### config.mk
export PLATFORM = sky130hd
export DESIGN_NAME = memory_arbiter_rv32
export DESIGN_NICKNAME = d
export VERILOG_FILES = /design/src/rtl/rv32_memory_pkg.sv /design/src/rtl/memory_arbiter_rv32.sv
export SDC_FILE = /design/constraint.sdc
export NUM_CORES = 1
export LEC_CHECK = 0
export ABC_AREA = 0
export CAP_MARGIN = 40
export CORE_MARGIN = 10
export CORE_UTILIZATION = 35
export DETAILED_ROUTE_END_ITERATION = 8
export PLACE_DENSITY = 0.66
export SETUP_SLACK_MARGIN = 0.05
export SLEW_MARGIN = 25
export SYNTH_ARGS = -nofsm -noshare
export SYNTH_HDL_FRONTEND = slang
export SYNTH_SLANG_ARGS = --single-unit
### constraint.sdc
create_clock -name i_clock -period 1.6 [get_ports i_clock]
set_input_delay 0.32 -clock i_clock [delete_from_list [all_inputs] [get_ports i_clock]]
set_output_delay 0.32 -clock i_clock [all_outputs]
set_load 0.05 [all_outputs]
### src/rtl/rv32_memory_pkg.sv
// Shared types and helpers for the RV32 memory-port arbiter.
package rv32_memory_pkg;

    typedef enum logic {
        StIdle,
        StAccess
    } state_e;

    typedef enum logic {
        GrantFetch,
        GrantData
    } grant_e;

    localparam logic [3:0] BYTE_ENABLE_ALL = 4'hF;

    // A tie goes to whichever requester was not served last.
    function automatic grant_e pick_grant(input logic   fetch_req,
                                          input logic   data_req,
                                          input grant_e last_grant);
        if (fetch_req && data_req) begin
            return (last_grant == GrantFetch) ? GrantData : GrantFetch;
        end
        return data_req ? GrantData : GrantFetch;
    endfunction

endpackage

### src/rtl/memory_arbiter_rv32.sv
// Shares the single RV32 memory port between instruction fetch and load/store.
// One transaction in flight at a time, round-robin on ties, watchdog abort.
module memory_arbiter_rv32
    import rv32_memory_pkg::*;
#(
    parameter int unsigned ADDRESS_WIDTH  = 32,
    parameter int unsigned DATA_WIDTH     = 32,
    parameter int unsigned TIMEOUT_CYCLES = 255
) (
    input  logic                     i_clock,
    input  logic                     i_reset_n,
    input  logic                     i_enable,

    input  logic                     i_fetch_request,
    input  logic [ADDRESS_WIDTH-1:0] i_fetch_address,
    output logic                     o_fetch_ready,
    output logic [DATA_WIDTH-1:0]    o_fetch_data,
    output logic                     o_fetch_error,

    input  logic                     i_data_request,
    input  logic                     i_data_write,
    input  logic [ADDRESS_WIDTH-1:0] i_data_address,
    input  logic [DATA_WIDTH-1:0]    i_data_write_value,
    input  logic [3:0]               i_data_byte_enable,
    output logic                     o_data_ready,
    output logic [DATA_WIDTH-1:0]    o_data_read_value,
    output logic                     o_data_error,

    output logic                     o_memory_request,
    output logic                     o_memory_write,
    output logic [ADDRESS_WIDTH-1:0] o_memory_address,
    output logic [DATA_WIDTH-1:0]    o_memory_write_value,
    output logic [3:0]               o_memory_byte_enable,
    input  logic                     i_memory_ready,
    input  logic [DATA_WIDTH-1:0]    i_memory_read_value
);

    localparam logic [7:0] TIMEOUT_LIMIT = 8'(TIMEOUT_CYCLES);

    state_e                   r_state;
    grant_e                   r_last_grant;
    grant_e                   r_grant;
    logic [7:0]               r_counter;

    logic                     r_memory_request;
    logic                     r_memory_write;
    logic [ADDRESS_WIDTH-1:0] r_memory_address;
    logic [DATA_WIDTH-1:0]    r_memory_write_value;
    logic [3:0]               r_memory_byte_enable;

    logic                     r_fetch_ready;
    logic [DATA_WIDTH-1:0]    r_fetch_data;
    logic                     r_fetch_error;
    logic                     r_data_ready;
    logic [DATA_WIDTH-1:0]    r_data_read_value;
    logic                     r_data_error;

    logic                     w_fetch_eligible;
    logic                     w_data_eligible;
    logic                     w_grant_valid;
    grant_e                   w_grant_pick;
    logic                     w_timeout;
    logic                     w_finish;

    // A requester whose completion pulse is high this cycle is still holding
    // the old request; treat it as absent so it is not served twice.
    assign w_fetch_eligible = i_fetch_request & ~r_fetch_ready;
    assign w_data_eligible  = i_data_request & ~r_data_ready;
    assign w_grant_valid    = i_enable & (w_fetch_eligible | w_data_eligible);
    assign w_grant_pick     = pick_grant(w_fetch_eligible, w_data_eligible, r_last_grant);
    assign w_timeout        = (r_counter == TIMEOUT_LIMIT);
    assign w_finish         = i_memory_ready | w_timeout;

    always_ff @(posedge i_clock or negedge i_reset_n) begin
        if (!i_reset_n) begin
            r_state              <= StIdle;
            r_last_grant         <= GrantFetch;
            r_grant              <= GrantFetch;
            r_counter            <= '0;
            r_memory_request     <= 1'b0;
            r_memory_write       <= 1'b0;
            r_memory_address     <= '0;
            r_memory_write_value <= '0;
            r_memory_byte_enable <= '0;
            r_fetch_ready        <= 1'b0;
            r_fetch_data         <= '0;
            r_fetch_error        <= 1'b0;
            r_data_ready         <= 1'b0;
            r_data_read_value    <= '0;
            r_data_error         <= 1'b0;
        end else begin
            r_fetch_ready <= 1'b0;
            r_fetch_error <= 1'b0;
            r_data_ready  <= 1'b0;
            r_data_error  <= 1'b0;

            case (r_state)
                StIdle: begin
                    if (w_grant_valid) begin
                        r_state          <= StAccess;
                        r_grant          <= w_grant_pick;
                        r_last_grant     <= w_grant_pick;
                        r_counter        <= '0;
                        r_memory_request <= 1'b1;
                        if (w_grant_pick == GrantData) begin
                            r_memory_write       <= i_data_write;
                            r_memory_address     <= i_data_address;
                            r_memory_write_value <= i_data_write_value;
                            r_memory_byte_enable <= i_data_write ? i_data_byte_enable
                                                                 : BYTE_ENABLE_ALL;
                        end else begin
                            r_memory_write       <= 1'b0;
                            r_memory_address     <= i_fetch_address;
                            r_memory_write_value <= '0;
                            r_memory_byte_enable <= BYTE_ENABLE_ALL;
                        end
                    end
                end

                StAccess: begin
                    if (w_finish) begin
                        // memory_ready wins over a coincident timeout.
                        r_state          <= StIdle;
                        r_memory_request <= 1'b0;
                        if (r_grant == GrantFetch) begin
                            r_fetch_ready <= 1'b1;
                            r_fetch_error <= ~i_memory_ready;
                            if (i_memory_ready) begin
                                r_fetch_data <= i_memory_read_value;
                            end
                        end else begin
                            r_data_ready <= 1'b1;
                            r_data_error <= ~i_memory_ready;
                            if (i_memory_ready && !r_memory_write) begin
                                r_data_read_value <= i_memory_read_value;
                            end
                        end
                    end else begin
                        r_counter <= r_counter + 8'd1;
                    end
                end

                default: begin
                    r_state          <= StIdle;
                    r_memory_request <= 1'b0;
                end
            endcase
        end
    end

    assign o_memory_request     = r_memory_request;
    assign o_memory_write       = r_memory_write;
    assign o_memory_address     = r_memory_address;
    assign o_memory_write_value = r_memory_write_value;
    assign o_memory_byte_enable = r_memory_byte_enable;
    assign o_fetch_ready        = r_fetch_ready;
    assign o_fetch_data         = r_fetch_data;
    assign o_fetch_error        = r_fetch_error;
    assign o_data_ready         = r_data_ready;
    assign o_data_read_value    = r_data_read_value;
    assign o_data_error         = r_data_error;

endmodule

==> impl_metrics.toml <==
[outcome]
outcome = "finished, final reports clean"

[final_layout]
utilization = 0.581
nets = 871
diodes = 0
syn_to_final_growth_pct = 63.7
layout-drive-gt1-share = 0.374
layout.cells.non_filler = 964
final_area_mm2 = 0.00957
final_common_cell = "buf_4"
mostFrequentLayoutCells = "buf_4, dfrtp_1, clkdlybuf4s50_1, mux2_2, nand2_1"

[yosys]
syn_area_per_cell_um2 = 13.6
yosysTopAreaCell = "dfrtp_1"
netlist.area_leader.share = 0.634
syn_nets = 571
netlist_instances = 431
yosysUniqueCellTypes = 33
yosys_warnings = 0
synth_seq_area_share = 0.634
syn_area_mm2 = 0.00585
synth-seq-cells = 148
synth_area_leaders = "dfrtp_1, mux2_2, mux2i_1"

[clock_network]
cts.sinks = 148
cts_tree = "built"
clock_latency_ps = 420
ctsRootBufferMaster = "clkbuf_16"
cts_max_path_buffers = 2
cts_buffers = 17
clkTransAtPathRegs_ps = 60
htree_levels = 4

[setup_path]
cp-end-kind = "flop"
crit_path_cell_trace = "nand2b_4, o21bai_4, buf_4, clkbuf_16, mux2i_1, o21ai_0"
cp_slowest_stage_delay_ps = 420
worstSetupPathType = "reg2reg"
worst-r2r-setup-slack_ps = 110
critPathRequiredTime_ps = 1880
critPathSlowestCell = "dfrtp_2"
start_kind = "flop"
crit_fanout = 10
cp_data_arrival_time_ps = 1770

[routing]
routedWlPerCell_um = 19.0
drtPass1Iterations = 4
route.detailed.drc = 0
drt-initial-drc-count = 175
wl_mm = 18.3
num_vias = 4582
ant_nets = 0
via_per_inst = 4.75

[worst_hold_path]
hp-class = "in2async"

[floorplan]
die_y_um = 149
die_w_um = 149
start_util = 0.355
row_count = 47
die_area_mm2 = 0.0223
pin_count = 277
core_mm2 = 0.0165

[power_and_ir_drop]
total_power_mw = 20.1
peakVddDrop_v = 0.00121
p_per_area_mw_per_mm2 = 2100
p_leak_nw = 4.49

[sta]
tightest_slew_ps = 430
final.min_clock_period_ps = 1490
finalSetupViolations = 0
grt_setup_unrepaired = "true"
drv_slew = 0
fin_crit_sh = 0.928
worst_slack_ps = 115
fin_tns_setup_ps = 0
hold_viol_final = 0
max_freq_mhz = 673
clock_skew_ps = 5.68
fin_hold_ws_ps = 379
slew_headroom = 0.713

[placed_design]
dp_cells = 922
dp_slack_ps = -285
dp_hpwl_mm = 14.1
place_area_mm2 = 0.00880
port_buffers = 276
place_congestion = 0.783

[global_route]
grtUsageTotal = 0.159
grt_pass1_vias = 4902
antenna_found_initial = 0
grt_overflow_total = 0
grt_pass1_wl_mm = 27.7
grt_max_degree = 77

[run]
drv_cap = 0
## cells by family after synthesis
logic type | Yosys count | share of synthesized area
adder cells (fa/ha/maj) | 1 | 0.00214
multiplexers | 96 | 0.178
AO/OA/AOI/OAI | 88 | 0.105
AND/OR/NAND/NOR | 67 | 0.0522
XOR/XNOR | 1 | 0.00150
flip-flops | 148 | 0.634
buffers and inverters | 30 | 0.0276
## flip-flops by register name (all words and copies together) (netlist names)
name                  flops
o_memory_byte_enable      4
o_memory_write_value     32
o_data_read_value        32
o_memory_address         32
o_memory_write            1
r_counter                 8
o_data_ready              1
o_fetch_error             1
o_data_error              1
o_fetch_data             32
o_fetch_ready             1
o_memory_request          1
r_grant                   1
r_state                   1
## cells in the mapped netlist, drive strengths merged
| cell type | n |
|---|---|
| a211o | 3 |
| a21o | 3 |
| a21oi | 3 |
| a22o | 32 |
| a311oi | 1 |
| and2 | 1 |
| buf | 17 |
| clkbuf | 9 |
| dfrtp | 148 |
| ha | 1 |
| inv | 4 |
| mux2 | 64 |
| mux2i | 32 |
| nand2 | 39 |
| nand2b | 4 |
| nand3 | 7 |
| nand4 | 1 |
| nand4b | 1 |
| nor2 | 6 |
| nor3 | 4 |
| nor3b | 2 |
| o21a | 1 |
| o21ai | 38 |
| o21bai | 2 |
| o22a | 4 |
| o22ai | 1 |
| or3 | 2 |
| xnor2 | 1 |
## routing by layer
layer,global-route usage,vias up,wire length (um)
met4,0.0584,0,320
met5,0,-,0
li1,-,2143,-
met1,0.189,2224,7520
met2,0.256,190,9010
met3,0.0616,25,1440
## where the power goes
part           leakage (nW)  internal [mW]  total (mW)  switching, mW
sequential             1.82           5.13        5.96          0.829
clock                 0.302           2.61        4.13           1.52
combinational          2.37           3.47        10.0           6.56
## worst paths after layout
path | from | endpoint | cells past startpoint
max | o_data_ready$_DFF_PN0_ | o_memory_address[31]$_DFFE_PN0P_ | 6
min | i_reset_n | o_data_read_value[23]$_DFFE_PN0P_ | 2
max reg2reg | o_data_ready$_DFF_PN0_ | o_memory_address[31]$_DFFE_PN0P_ | 6
min reg2reg | o_memory_address[17]$_DFFE_PN0P_ | o_memory_address[17]$_DFFE_PN0P_ | 2
max in group asynchronous | i_reset_n | o_memory_write_value[28]$_DFFE_PN0P_ | 3
min in group i_clock | o_memory_address[17]$_DFFE_PN0P_ | o_memory_address[17]$_DFFE_PN0P_ | 2
## cell type report
type | instances | area (um2)
Fill cell | 1355 | 6890
Sequential cell | 148 | 3710
Timing Repair Buffer | 307 | 2910
Multi-Input combinational cell | 253 | 2050
Clock buffer | 20 | 437
Tap cell | 220 | 275
Clock inverter | 12 | 179
Inverter | 4 | 15.0
## worst max-delay path, delay by kind of cell (launching register included)
family | cells | cell delay [ps]
flip-flops | 1 | 420
buffers and inverters | 2 | 330
AO/OA/AOI/OAI | 2 | 270
AND/OR/NAND/NOR | 1 | 170
multiplexers | 1 | 160
## timing repair
item                                    CTS  global route
hold endpoints to repair                 35             0
gates cloned                              0             2
endpoints found under the setup margin   23            35
hold buffers                              1             0
gates resized for setup                   2            10
pin swaps                                 1             2
setup buffers                             1             6
Note: power is estimated with default switching activity, not from simulation.
